[config.mk]
export PLATFORM = sky130hd
export DESIGN_NAME = gmii_capture_ctrl
export DESIGN_NICKNAME = d
export VERILOG_FILES = /design/src/rtl/gmii_capture_ctrl.sv
export SDC_FILE = /design/constraint.sdc
export NUM_CORES = 1
export LEC_CHECK = 0
export CORE_MARGIN = 4
export CORE_UTILIZATION = 43
export CTS_CLUSTER_SIZE = 40
export DETAILED_ROUTE_END_ITERATION = 12
export HOLD_SLACK_MARGIN = 0.06
export MAX_ROUTING_LAYER = met4
export PLACE_DENSITY_LB_ADDON = 0.05
export SLEW_MARGIN = 5
export SYNTH_ARGS = -nofsm -noshare
export SYNTH_HDL_FRONTEND = slang
export SYNTH_SLANG_ARGS = --single-unit
[constraint.sdc]
create_clock -name clk -period 2.54 [get_ports clk]
set_clock_uncertainty 0.15 [all_clocks]
set_input_delay 0.508 -clock clk [delete_from_list [all_inputs] [get_ports clk]]
set_output_delay 0.508 -clock clk [all_outputs]
set_load 0.1 [all_outputs]
[src/rtl/gmii_capture_ctrl.sv]
// GMII frame capture sequencer: packs received bytes into BRAM words.
// Optional GMII_CAPTURE_TIMESTAMP_EN writes a cycle-count header per frame.
module gmii_capture_ctrl #(
  parameter int DATA_WIDTH   = 32,
  parameter int ADDR_WIDTH   = 8,
  parameter int MAX_FRAMES_W = 16
) (
  input  logic                    clk,
  input  logic                    rst,
  input  logic [7:0]              gmii_rxd,
  input  logic                    gmii_rx_dv,
  input  logic                    gmii_rx_er,
  input  logic                    arm,
  input  logic                    stop,
  input  logic [MAX_FRAMES_W-1:0] frame_limit,
  output logic                    bram_wr,
  output logic [ADDR_WIDTH-1:0]   bram_waddr,
  output logic [DATA_WIDTH-1:0]   bram_wdata,
  output logic [ADDR_WIDTH-1:0]   bram_raddr,
  input  logic [DATA_WIDTH-1:0]   bram_rdata,
  input  logic                    rd_req,
  input  logic [ADDR_WIDTH-1:0]   rd_addr,
  output logic                    rd_ack,
  output logic [DATA_WIDTH-1:0]   rd_data,
  output logic                    busy,
  output logic                    done,
  output logic [ADDR_WIDTH:0]     word_count,
  output logic [MAX_FRAMES_W-1:0] frame_count,
  output logic                    overflow,
  output logic                    err_seen
);

  typedef enum logic [1:0] {
    IDLE,
    ARMED,
    CAPTURE,
    DONE
  } state_t;

  localparam logic [ADDR_WIDTH:0] FULL = {1'b1, {ADDR_WIDTH{1'b0}}};

  state_t                  state;
  logic [7:0]              rxd_q;
  logic                    dv_q;
  logic                    dv_qq;
  logic                    er_q;
  logic [1:0]              lane;
  logic [DATA_WIDTH-1:0]   pack;
  logic                    stop_seen;
  logic [ADDR_WIDTH-1:0]   raddr_q;
  logic                    frame_start;
  logic                    is_full;
  logic                    no_room;
  logic                    more;
  logic [MAX_FRAMES_W:0]   fc_next;
  logic [ADDR_WIDTH:0]     wc_next;

`ifdef GMII_CAPTURE_TIMESTAMP_EN
  logic [31:0] ts;
`endif

  assign frame_start = dv_q & ~dv_qq;
  assign is_full     = (word_count == FULL);
  assign wc_next     = word_count + 1'b1;
  assign fc_next     = {1'b0, frame_count} + 1'b1;
  assign more        = (frame_limit == '0) ||
                       (fc_next < {1'b0, frame_limit});

  // With a header, a frame needs at least two free words to start.
`ifdef GMII_CAPTURE_TIMESTAMP_EN
  assign no_room = word_count[ADDR_WIDTH] |
                   (&word_count[ADDR_WIDTH-1:0]);
`else
  assign no_room = is_full;
`endif

  assign busy = (state == ARMED) || (state == CAPTURE);
  assign done = (state == DONE);

  always_ff @(posedge clk) begin
    if (rst) begin
      state       <= IDLE;
      rxd_q       <= '0;
      dv_q        <= 1'b0;
      dv_qq       <= 1'b0;
      er_q        <= 1'b0;
      lane        <= '0;
      pack        <= '0;
      stop_seen   <= 1'b0;
      bram_wr     <= 1'b0;
      bram_waddr  <= '0;
      bram_wdata  <= '0;
      word_count  <= '0;
      frame_count <= '0;
      overflow    <= 1'b0;
      err_seen    <= 1'b0;
`ifdef GMII_CAPTURE_TIMESTAMP_EN
      ts          <= '0;
`endif
    end else begin
      rxd_q   <= gmii_rxd;
      dv_q    <= gmii_rx_dv;
      er_q    <= gmii_rx_er;
      dv_qq   <= dv_q;
      bram_wr <= 1'b0;
`ifdef GMII_CAPTURE_TIMESTAMP_EN
      ts      <= ts + 1'b1;
`endif
      unique case (state)
        IDLE, DONE: begin
          if (arm) begin
            state       <= ARMED;
            word_count  <= '0;
            frame_count <= '0;
            overflow    <= 1'b0;
            err_seen    <= 1'b0;
            stop_seen   <= 1'b0;
            lane        <= '0;
            pack        <= '0;
          end
        end
        ARMED: begin
          if (stop) begin
            state <= DONE;
          end else if (frame_start) begin
            if (no_room) begin
              overflow <= 1'b1;
              state    <= DONE;
            end else begin
`ifdef GMII_CAPTURE_TIMESTAMP_EN
              bram_wr    <= 1'b1;
              bram_waddr <= word_count[ADDR_WIDTH-1:0];
              bram_wdata <= ts;
              word_count <= wc_next;
`endif
              pack  <= {{(DATA_WIDTH-8){1'b0}}, rxd_q};
              lane  <= 2'd1;
              state <= CAPTURE;
              if (er_q) err_seen <= 1'b1;
            end
          end
        end
        CAPTURE: begin
          if (stop) stop_seen <= 1'b1;
          if (dv_q) begin
            if (er_q) err_seen <= 1'b1;
            if (is_full) begin
              overflow <= 1'b1;
              state    <= DONE;
            end else if (lane == 2'd3) begin
              bram_wr    <= 1'b1;
              bram_waddr <= word_count[ADDR_WIDTH-1:0];
              bram_wdata <= {rxd_q, pack[23:0]};
              word_count <= wc_next;
              lane       <= '0;
              pack       <= '0;
            end else begin
              pack[{lane, 3'b000} +: 8] <= rxd_q;
              lane <= lane + 1'b1;
            end
          end else begin
            // Frame end: flush any partial word, then count the frame.
            if (lane != 2'd0) begin
              bram_wr    <= 1'b1;
              bram_waddr <= word_count[ADDR_WIDTH-1:0];
              bram_wdata <= pack;
              word_count <= wc_next;
            end
            lane        <= '0;
            pack        <= '0;
            frame_count <= fc_next[MAX_FRAMES_W-1:0];
            if (!(stop_seen || stop) && more) state <= ARMED;
            else state <= DONE;
          end
        end
        default: state <= IDLE;
      endcase
    end
  end

  // Read address goes straight to the BRAM so data returns next cycle.
  assign bram_raddr = rd_req ? rd_addr : raddr_q;
  assign rd_data    = rd_ack ? bram_rdata : '0;

  always_ff @(posedge clk) begin
    if (rst) begin
      raddr_q <= '0;
      rd_ack  <= 1'b0;
    end else begin
      rd_ack <= rd_req;
      if (rd_req) raddr_q <= rd_addr;
    end
  end

endmodule

# Word level (Yosys, flattened, before mapping)
# Index checks and enable logic that the tools add are counted.
[word_totals]
reg_bits = 125
in_bits = 71
output_inout_bits = 111
word_cells = 128
[op_classes]
n_addsub = 4
n_lt_le_gt_ge = 1
eq_ne = 19
shift = 2
n_mux = 62
bitwise_logic = 3
reduce_logical = 20
[ops]
columns = ["operator", "count"]
rows = [
  ["$mux W32", 12],
  ["$pmux W32 S3", 1],
  ["$mux W9", 5],
  ["$mux W8", 5],
  ["$bwmux W32", 1],
  ["$mux W16", 2],
  ["$pmux W16 S2", 1],
  ["$shift A8 B7 Y32 const A", 1],
  ["$shiftx A8 B7 Y32", 1],
  ["$mux W2", 13],
  ["$pmux W9 S2", 1],
  ["$add A16 B1 Y17 const B", 1],
  ["$lt A17 B16 Y1", 1],
  ["$logic_not A16 Y1", 1],
  ["$mux W1", 16],
  ["$ne A2 B2 Y1 const B", 8],
  ["$reduce_and A5 Y1", 3],
  ["$pmux W2 S3", 2],
  ["$add A9 B1 Y9 const B", 1],
  ["$eq A9 B9 Y1 const B", 1],
  ["$ne A3 B3 Y1 const B", 3],
  ["$reduce_and A3 Y1", 3],
  ["$reduce_and A4 Y1", 2],
  ["$neg A5 Y7", 1],
  ["other kinds (15)", 25],
]

# Logic depth before layout (Yosys ltp)
# Gate-level depths: netlist of run 1.
[logic_depth]
ltp_word = 7
depth_mapped = 13

# Worst setup path before layout of run 1
# Ideal clock, no wire load.
[synth_timing]
path_type = "register to register"
startpoint = "register frame_count[0]"
endpoint = "register state[1]"
t_arrival_ns = 3.265
required_ns = 2.264
setup_slack_ns = -1.000
stages_incl_launch_ff = 14
path_buffers = 1
period_less_slack_ns = 3.540
cell_sequence = "dfxtp_1 -> ha_1 -> and3_1 -> clkbuf_1 -> nand3_1 -> nor2_1 -> nand3_1 -> xnor2_1 -> ha_1 -> a21o_1 -> a21oi_1 -> o21ai_0 -> o211ai_1 -> nand3_1"
[synth_via]
elab_chain_len = 7
[synth_lines]
columns = ["item", "line_no", "rtl"]
rows = [
  ["start: declaration", "28", "output logic [MAX_FRAMES_W-1:0] frame_count,"],
  ["start signal: assignment", "171", "frame_count <= fc_next[MAX_FRAMES_W-1:0];"],
  ["$add A16 B1 Y17", "65", "assign fc_next = {1'b0, frame_count} + 1'b1;"],
  ["$lt A17 B16 Y1", "67", "(fc_next < {1'b0, frame_limit});"],
  ["$logic_or A1 B1 Y1", "66", "assign more = (frame_limit == '0) ||"],
  ["$logic_and A1 B1 Y1", "172", "if (!(stop_seen || stop) && more) state <= ARMED;"],
  ["$mux W2", "172", ""],
  ["$mux W2", "145", "if (dv_q) begin"],
  ["$pmux W2 S3", "109", "unique case (state)"],
  ["end signal: assignment", "112", "state <= ARMED;"],
  ["end signal: assignment", "172", ""],
  ["end signal: assignment", "173", "else state <= DONE;"],
  ["end: declaration", "42", "state_t state;"],
]
# No other way between the ends.
# A chain may end at the register's enable or synchronous reset.

# Worst setup path after layout of run 1
[layout_timing]
startpoint = "input rd_req"
endpoint = "output bram_raddr[5]"
[layout_via]
elab_chain_len = 1
[layout_lines]
columns = ["item", "line_no", "rtl"]
rows = [
  ["start: declaration", "21", "input logic rd_req,"],
  ["$mux W8", "-", ""],
  ["end: declaration", "19", "output logic [ADDR_WIDTH-1:0] bram_raddr,"],
]
# No other way between the ends.

==> impl_metrics.sql, run 1 <==
INSERT INTO impl_metrics (metric_group, metric, value, unit) VALUES
('outcome', 'run_status', 'complete, no violations', ''),
('placed_design', 'detailed_place_hpwl', '13.4', 'mm'),
('detailed_routing', 'wl', '18.0', 'mm'),
('worst_setup_path', 'worstReg2RegEnd', 'state[1]', ''),
('worst_setup_path', 'r2r.worst_path.cells', '12', ''),
('worst_setup_path', 'timing.critical_path.cells', 'clkdlybuf4s50_1 -> mux2_2 -> buf_12', ''),
('timing', 'final_critical_path_setup_slack', '65.2', 'ps'),
('final_layout', 'final_cell_mix', '116 x sky130_fd_sc_hd__nand2_1, 115 x sky130_fd_sc_hd__buf_4, 103 x sky130_fd_sc_hd__dfxtp_1, 75 x sky130_fd_sc_hd__a21oi_1, 69 x sky130_fd_sc_hd__clkdlybuf4s50_1', ''),
('worst_setup_path', 'worstSetupPathType', 'in -> out', ''),
('timing', 'rsz_0062_raised_after_global_routing', 'true', ''),
('final_layout', 'area.growth.synth_to_final', '55.2', '%'),
('power', 'irDropWorstVdd', '0.000474', 'V'),
('detailed_routing', 'met2RoutedLength', '8.75', 'mm'),
('placed_design', 'place.gp.congestion', '0.952', ''),
('grt', 'grt_antenna_before_repair', '0', ''),
('timing', 'max_clock_freq', '404', 'MHz'),
('detailed_routing', 'num_vias', '5898', ''),
('detailed_routing', 'route.top_layer_used', 'met4', ''),
('floorplan', 'die_width', '125', 'um'),
('synth', 'dominantRegCellSynth', 'sky130_fd_sc_hd__dfxtp_1', ''),
('placed_design', 'dpl.cell_count', '1074', ''),
('synth', 'netlist_instances', '709', ''),
('cts', 'clock_sink_count', '125', ''),
('worst_setup_path', 'worstPathRequired', '1880', 'ps'),
('worst_setup_path', 'cp.depth', '3', ''),
('grt', 'grt_use_total', '0.234', ''),
('detailed_routing', 'wl_per_cell', '16.3', 'um'),
('final_layout', 'instances_no_fill', '1106', ''),
('timing', 'drv_slew', '0', ''),
('worst_setup_path', 'critical-path-max-stage-delay', '700', 'ps'),
('worst_setup_path', 'crit_family', 'buffers and inverters', ''),
('final_layout', 'diodes', '0', ''),
('worst_setup_path', 'critical_path_buf_inv_count', '2', ''),
('timing', 'hold_viol', '0', ''),
('synth', 'yosysWarningCount', '0', ''),
('placed_design', 'io_buffer_count', '181', ''),
('worst_setup_path', 'cp-end-kind', 'primary output', ''),
('run', 'timing.max_cap.violations', '0', ''),
('floorplan', 'initial_core_util', '0.442', ''),
('floorplan', 'die_area', '0.0157', 'sq mm'),
('final_layout', 'final_common_cell', 'sky130_fd_sc_hd__nand2_1', ''),
('cts', 'worst_skew_pair.late_latency', '420', 'ps'),
('timing', 'timing_worst_slew_pin_value', '603', 'ps'),
('final_layout', 'layout-drive-gt1-share', '0.302', ''),
('synth', 'synth-edff-count', '0', ''),
('cts', 'cts_inserted_buffers', '17', ''),
('timing', 'slew_headroom', '0.592', ''),
('synth', 'syn_area', '0.00590', 'sq mm'),
('synth', 'synth.yosys.seq_area_share', '0.424', ''),
('detailed_routing', 'route.antenna.remaining_nets', '0', ''),
('cts', 'cts-htree-levels', '4', ''),
('worst_setup_path', 'cp_data_arrival_time', '1820', 'ps'),
('synth', 'synthDistinctLibCells', '56', ''),
('synth', 'avgSynthCellArea', '8.33', 'sq um'),
('cts', 'clk_pin_slew_worst_paths', '60', 'ps'),
('timing', 'setup-violations-final', '0', ''),
('synth', 'synth-xor-area-share', '0.0312', ''),
('timing', 'hold_ws', '303', 'ps'),
('placed_design', 'placement.setup.worst_slack', '-135', 'ps'),
('synth', 'yosys-mux-area-fraction', '0.0305', ''),
('worst_setup_path', 'critical-path-slowest-cell', 'sky130_fd_sc_hd__clkdlybuf4s50_1', ''),
('timing', 'period_minus_slack', '2470', 'ps'),
('detailed_routing', 'drc', '0', ''),
('cts', 'cts-root-buf', 'sky130_fd_sc_hd__clkbuf_16', ''),
('cts', 'tritoncts', 'done', ''),
('final_layout', 'fin_util', '0.687', ''),
('worst_setup_path', 'critical_path_peak_fanout', '9', ''),
('power', 'p_leak', '3.68', 'nW'),
('floorplan', 'core.rowCount', '42', ''),
('synth', 'synthAdderAreaFrac', '0.0593', ''),
('cts', 'cts_max_path_buffers', '2', '');
==> repair_timing <==
item | in CTS | in global routing
endpoints found under the setup margin | 1 | 38
pin swaps | 0 | 3
endpoints found under the hold margin | 0 | 0
resized for setup | 4 | 16
==> through the flow <==
step                      TNS (ps)  instance area, sq um  total power [W]
after floorplan               -224                  6010          0.00279
after global placement       -1770                  8520          0.00332
after global routing         -90.5                  9170          0.00579
final                            0                  9170          0.00558
after detailed placement     -3050                  8520          0.00334
after CTS                        0                  9090          0.00559
==> sequential cells by signal, indices dropped and copies added (netlist names), 8 cells and up <==
name and count:
bram_wdata 32, raddr_q 8, rxd_q 8, frame_count 16, pack 32, word_count 9
bram_waddr 8
==> worst reg2reg max path: stages (launching register included) <==
cell	delay, ps
sky130_fd_sc_hd__dfxtp_4	380
sky130_fd_sc_hd__ha_4	130
sky130_fd_sc_hd__and3_4	220
sky130_fd_sc_hd__buf_4	130
sky130_fd_sc_hd__nand3_1	120
sky130_fd_sc_hd__xnor2_1	160
sky130_fd_sc_hd__ha_1	300
sky130_fd_sc_hd__nand4_1	110
sky130_fd_sc_hd__nor2_1	60
sky130_fd_sc_hd__a211oi_1	200
sky130_fd_sc_hd__a31oi_1	120
sky130_fd_sc_hd__o211ai_1	180
sky130_fd_sc_hd__nand3_1	80
==> cell usage after synthesis, drive strengths merged, types with 3 or more instances <==
library cell / count / share of area
inv: 26 / 0.017
a22oi: 5 / 0.0064
or3: 6 / 0.0064
clkbuf: 27 / 0.017
and3: 4 / 0.0042
nand4: 25 / 0.026
nand2: 120 / 0.077
a21o: 4 / 0.0051
mux2i: 9 / 0.015
ha: 28 / 0.059
nor2b: 14 / 0.015
xnor2: 10 / 0.015
o21ai: 12 / 0.010
and2: 45 / 0.048
buf: 14 / 0.011
mux2: 8 / 0.015
a211oi: 15 / 0.019
dfxtp: 125 / 0.42
nor2: 48 / 0.031
a22o: 10 / 0.015
nor3: 12 / 0.010
a41oi: 3 / 0.0045
xor2: 11 / 0.016
nand3: 20 / 0.017
a21oi: 76 / 0.066
nor4: 7 / 0.0074
==> layer usage <==
metal  up-vias  global-route usage
met5         -                   -
li1       2864                   -
met3        37              0.0473
met1      2771               0.293
met2       226               0.377
met4         0              0.0829
==> worst min path at each step <==
stage | start | to | slack (ps) | depth (start not counted)
floorplan | pack[26] | pack[26] | 280 | 2
CTS | rst | lane[0] | 290 | 2
global route | pack[12] | pack[12] | 320 | 2
global placement | pack[27] | pack[27] | 290 | 2
finish | pack[15] | pack[15] | 300 | 2
detailed placement | pack[26] | pack[26] | 300 | 2
==> area by class of cell <==
class	count	area, sq um
Sequential cell	125	2550
Multi-Input combinational cell	517	3290
Timing Repair Buffer	230	2460
Tap cell	176	220
Inverter	26	101
Fill cell	1086	4180
Clock buffer	19	443
Clock inverter	13	106
==> report_power, final <==
group | switching (W) | internal (W) | total (W)
combinational | 0.000790 | 0.000524 | 0.00131
clock | 0.000950 | 0.00129 | 0.00224
sequential | 0.0000344 | 0.00199 | 0.00202
==> kinds of logic (layout without fill, tap and decap cells) <==
| logic type | after synthesis | after routing |
|---|---|---|
| AND/OR/NAND/NOR | 312 | 312 |
| AO/OA/AOI/OAI | 139 | 139 |
| flip-flops | 125 | 125 |
| buffers and inverters | 67 | 288 |
| adder cells (fa/ha/maj) | 28 | 28 |
| XOR/XNOR | 21 | 21 |
| multiplexers | 17 | 17 |
(Power assumes the default switching activity.)
==> inputs of run 2 (changes only) <==
--- a/config.mk
+++ b/config.mk
@@ -5,6 +5,8 @@
 export SDC_FILE = /design/constraint.sdc
 export NUM_CORES = 1
 export LEC_CHECK = 0
+export CAP_MARGIN = 20
+export CORE_ASPECT_RATIO = 1.2
 export CORE_MARGIN = 4
 export CORE_UTILIZATION = 43
 export CTS_CLUSTER_SIZE = 40
==> run 2 against run 1 <==
Compared with the run above:
- sequential cell count unchanged
- via count decreased by 2.3%
- combinational power is essentially flat
- register-to-register slack worse by 50 ps
- sequential share of layout area decreased by 0.43 points
- hold slack hardly changed
- count of clock-buffer cells in the layout increased by 1
- sequential power about the same
- worst setup slack worse by 26 ps
- utilization grew 1.1 points
- critical path depth rose by 8
- maximum frequency decreased by 1.1%
- largest cell class unchanged
==> impl_metrics.sql, run 2 (synthesis results as in run 1) <==
INSERT INTO impl_metrics (metric_group, metric, value, unit) VALUES
('final_layout', 'layout.nets', '1015', ''),
('timing', 'final_min_period_over_clock_period', '0.985', ''),
('detailed_routing', 'met2RoutedLength', '9.49', 'mm'),
('floorplan', 'die_width', '115', 'um'),
('detailed_routing', 'route.antenna.remaining_nets', '0', ''),
('grt', 'via_count_of_the_first_global_routing_pass', '5679', ''),
('final_layout', 'area.growth.synth_to_final', '57.8', '%'),
('detailed_routing', 'wl_met1', '7.54', 'mm'),
('cts', 'clock_sink_count', '125', ''),
('worst_setup_path', 'worstSetupPathType', 'reg -> reg', ''),
('worst_setup_path', 'timing.critical_path.cells', 'nand2_1 -> nor3_1 -> and2_4 -> nand3_2 -> xnor2_1 -> ha_1 -> o2111ai_2 -> a21o_1 -> a31oi_1 -> o211ai_1 -> nand3_1', ''),
('timing', 'setup-violations-final', '0', ''),
('cts', 'cts-root-buf', 'sky130_fd_sc_hd__clkbuf_16', ''),
('worst_setup_path', 'critical-path-slowest-cell', 'sky130_fd_sc_hd__dfxtp_2', ''),
('worst_setup_path', 'cp_data_arrival_time', '2710', 'ps'),
('detailed_routing', 'avgViaCountPerCell', '5.25', ''),
('detailed_routing', 'drt_iter0_drc', '248', ''),
('placed_design', 'place.gp.congestion', '0.973', ''),
('placed_design', 'dpl_cell_area', '0.00849', 'sq mm'),
('cts', 'cts-htree-levels', '4', ''),
('floorplan', 'initial_core_util', '0.442', ''),
('detailed_routing', 'drt_first_pass_iters', '4', ''),
('detailed_routing', 'route.top_layer_used', 'met4', ''),
('floorplan', 'die_h', '136', 'um'),
('cts', 'clk_pin_slew_worst_paths', '60', 'ps'),
('cts', 'cts_inserted_buffers', '17', ''),
('detailed_routing', 'detailroute.wirelength.met3', '683', 'um'),
('worst_setup_path', 'critical-path-max-stage-delay', '430', 'ps'),
('floorplan', 'core', '0.0134', 'sq mm'),
('outcome', 'run_status', 'complete, no violations', ''),
('final_layout', 'fill_cells', '1089', ''),
('worst_setup_path', 'critical_path_peak_fanout', '7', ''),
('power', 'power.density_cell_area', '640', 'mW/mm^2'),
('cts', 'cts_max_path_buffers', '2', ''),
('final_layout', 'layout-drive-gt1-share', '0.311', ''),
('detailed_routing', 'drc', '0', ''),
('hold_path', 'hp-class', 'reg -> reg', ''),
('timing', 'period_minus_slack', '2500', 'ps'),
('final_layout', 'fin_util', '0.698', ''),
('timing', 'max_clock_freq', '400', 'MHz'),
('worst_setup_path', 'worstPathRequired', '2750', 'ps'),
('cts', 'worst_skew_pair.late_latency', '420', 'ps'),
('run', 'timing.max_cap.violations', '0', ''),
('power', 'irDropWorstVdd', '0.000509', 'V'),
('final_layout', 'diodes', '0', ''),
('final_layout', 'post-route-cell-area', '0.00932', 'sq mm'),
('timing', 'rsz_0062_raised_after_global_routing', 'true', ''),
('grt', 'grt_pass1_wl', '28.8', 'mm'),
('timing', 'slew_headroom', '0.592', ''),
('cts', 'holdBufCountCts', '0', ''),
('placed_design', 'io_buffer_count', '181', ''),
('floorplan', 'core.rowCount', '46', ''),
('detailed_routing', 'wl', '18.1', 'mm'),
('worst_setup_path', 'crit_family', 'simple AND/OR/NAND/NOR gates', ''),
('worst_setup_path', 'critical_path_buf_inv_count', '0', ''),
('worst_setup_path', 'cp-end-kind', 'flip-flop', ''),
('final_layout', 'final_common_cell', 'sky130_fd_sc_hd__nand2_1', ''),
('timing', 'timing_worst_slew_pin_value', '602', 'ps'),
('grt', 'grt_use_total', '0.239', ''),
('grt', 'grt_antenna_before_repair', '0', ''),
('floorplan', 'die_area', '0.0157', 'sq mm'),
('worst_setup_path', 'start_kind', 'flip-flop', ''),
('timing', 'drv_slew', '0', ''),
('placed_design', 'detailed_place_hpwl', '13.6', 'mm'),
('floorplan', 'design.portCount', '182', ''),
('final_layout', 'final_cell_mix', '117 x sky130_fd_sc_hd__nand2_1, 113 x sky130_fd_sc_hd__buf_4, 103 x sky130_fd_sc_hd__dfxtp_1, 74 x sky130_fd_sc_hd__a21oi_1, 69 x sky130_fd_sc_hd__clkdlybuf4s50_1', ''),
('cts', 'tritoncts', 'done', ''),
('power', 'p_leak', '3.76', 'nW'),
('detailed_routing', 'wl_per_cell', '16.5', 'um'),
('grt', 'grt-ovfl-total', '0', ''),
('final_layout', 'largest_registers', 'bram_wdata: 32 flops, pack: 32 flops, frame_count: 16 flops', ''),
('grt', 'pin_count_of_the_biggest_net_entering_global_routing', '84', ''),
('timing', 'hold_viol', '0', ''),
('detailed_routing', 'num_vias', '5761', '');
## run 2: changes by cell type in the layout (fill, tap and decap cells not counted), moves of 2 or more
cell / delta
sky130_fd_sc_hd__nand3_2: +2
sky130_fd_sc_hd__nand3_1: -3
sky130_fd_sc_hd__bufinv_16: +4
sky130_fd_sc_hd__xnor2_2: +3
sky130_fd_sc_hd__and2_1: -2
sky130_fd_sc_hd__buf_4: -2
sky130_fd_sc_hd__clkinvlp_4: -3
sky130_fd_sc_hd__clkinv_4: +2
sky130_fd_sc_hd__xnor2_1: -3
sky130_fd_sc_hd__inv_6: -4
## run 2: stage by stage
step / instances / hold WS [ps] / power [W] / worst slack [ps] / TNS [ps]
4_1_cts: 1094 / 305 / 0.00599 / 7.51 / 0
5_1_grt: 1097 / 321 / 0.00618 / -73.8 / -73.8
6_report: 1097 / 303 / 0.00597 / 38.7 / 0
3_5_place_dp: 1062 / 297 / 0.00335 / -104 / -1890
2_1_floorplan: 709 / 281 / 0.00279 / -224 / -224
3_3_place_gp: 1062 / 289 / 0.00332 / -85.0 / -1330
## run 2: area by class of cell
class	count	area (sq um)	share of cell area
Clock buffer	20	468	0.0502
Clock inverter	12	181	0.0195
Inverter	26	101	0.0109
Multi-Input combinational cell	517	3340	0.359
Sequential cell	125	2550	0.274
Tap cell	168	210	0.0226
Timing Repair Buffer	229	2460	0.265
## run 2: worst paths after layout
path                                       end      startpoint  cells after the start  slack, ps
worst max-delay path                  state[1]  frame_count[7]                     11         40
worst min-delay path            bram_wdata[23]  bram_wdata[23]                      2        300
worst max register to register        state[1]  frame_count[7]                     11         40
worst min register to register  bram_wdata[23]  bram_wdata[23]                      2        300
## run 2: worst register-to-register path, cell delays in order (launching register included)
cell                        delay (ps)
sky130_fd_sc_hd__dfxtp_2           430
sky130_fd_sc_hd__nand2_1           120
sky130_fd_sc_hd__nor3_1            290
sky130_fd_sc_hd__and2_4            220
sky130_fd_sc_hd__nand3_2            90
sky130_fd_sc_hd__xnor2_1           150
sky130_fd_sc_hd__ha_1              340
sky130_fd_sc_hd__o2111ai_2         130
sky130_fd_sc_hd__a21o_1            180
sky130_fd_sc_hd__a31oi_1           150
sky130_fd_sc_hd__o211ai_1          110
sky130_fd_sc_hd__nand3_1            70
## run 2: routing by layer
layer,GRT usage,vias up
li1,-,2871
met1,0.279,2728
met2,0.406,139
met3,0.0557,23
met4,0.0724,0
met5,-,-
## run 2: report_power, final
part           leakage, nW  switching (W)  internal, W
clock                0.312       0.000914      0.00173
sequential            1.03      0.0000343      0.00199
combinational         2.42       0.000780     0.000520
## run 2: timing repair
| action | 4_1_cts | 5_1_grt |
|---|---|---|
| buffers inserted | 0 | 3 |
| pin swaps | 1 | 10 |
| resized for setup | 4 | 27 |
| setup endpoints to repair | 1 | 27 |
| cloned | 0 | 0 |
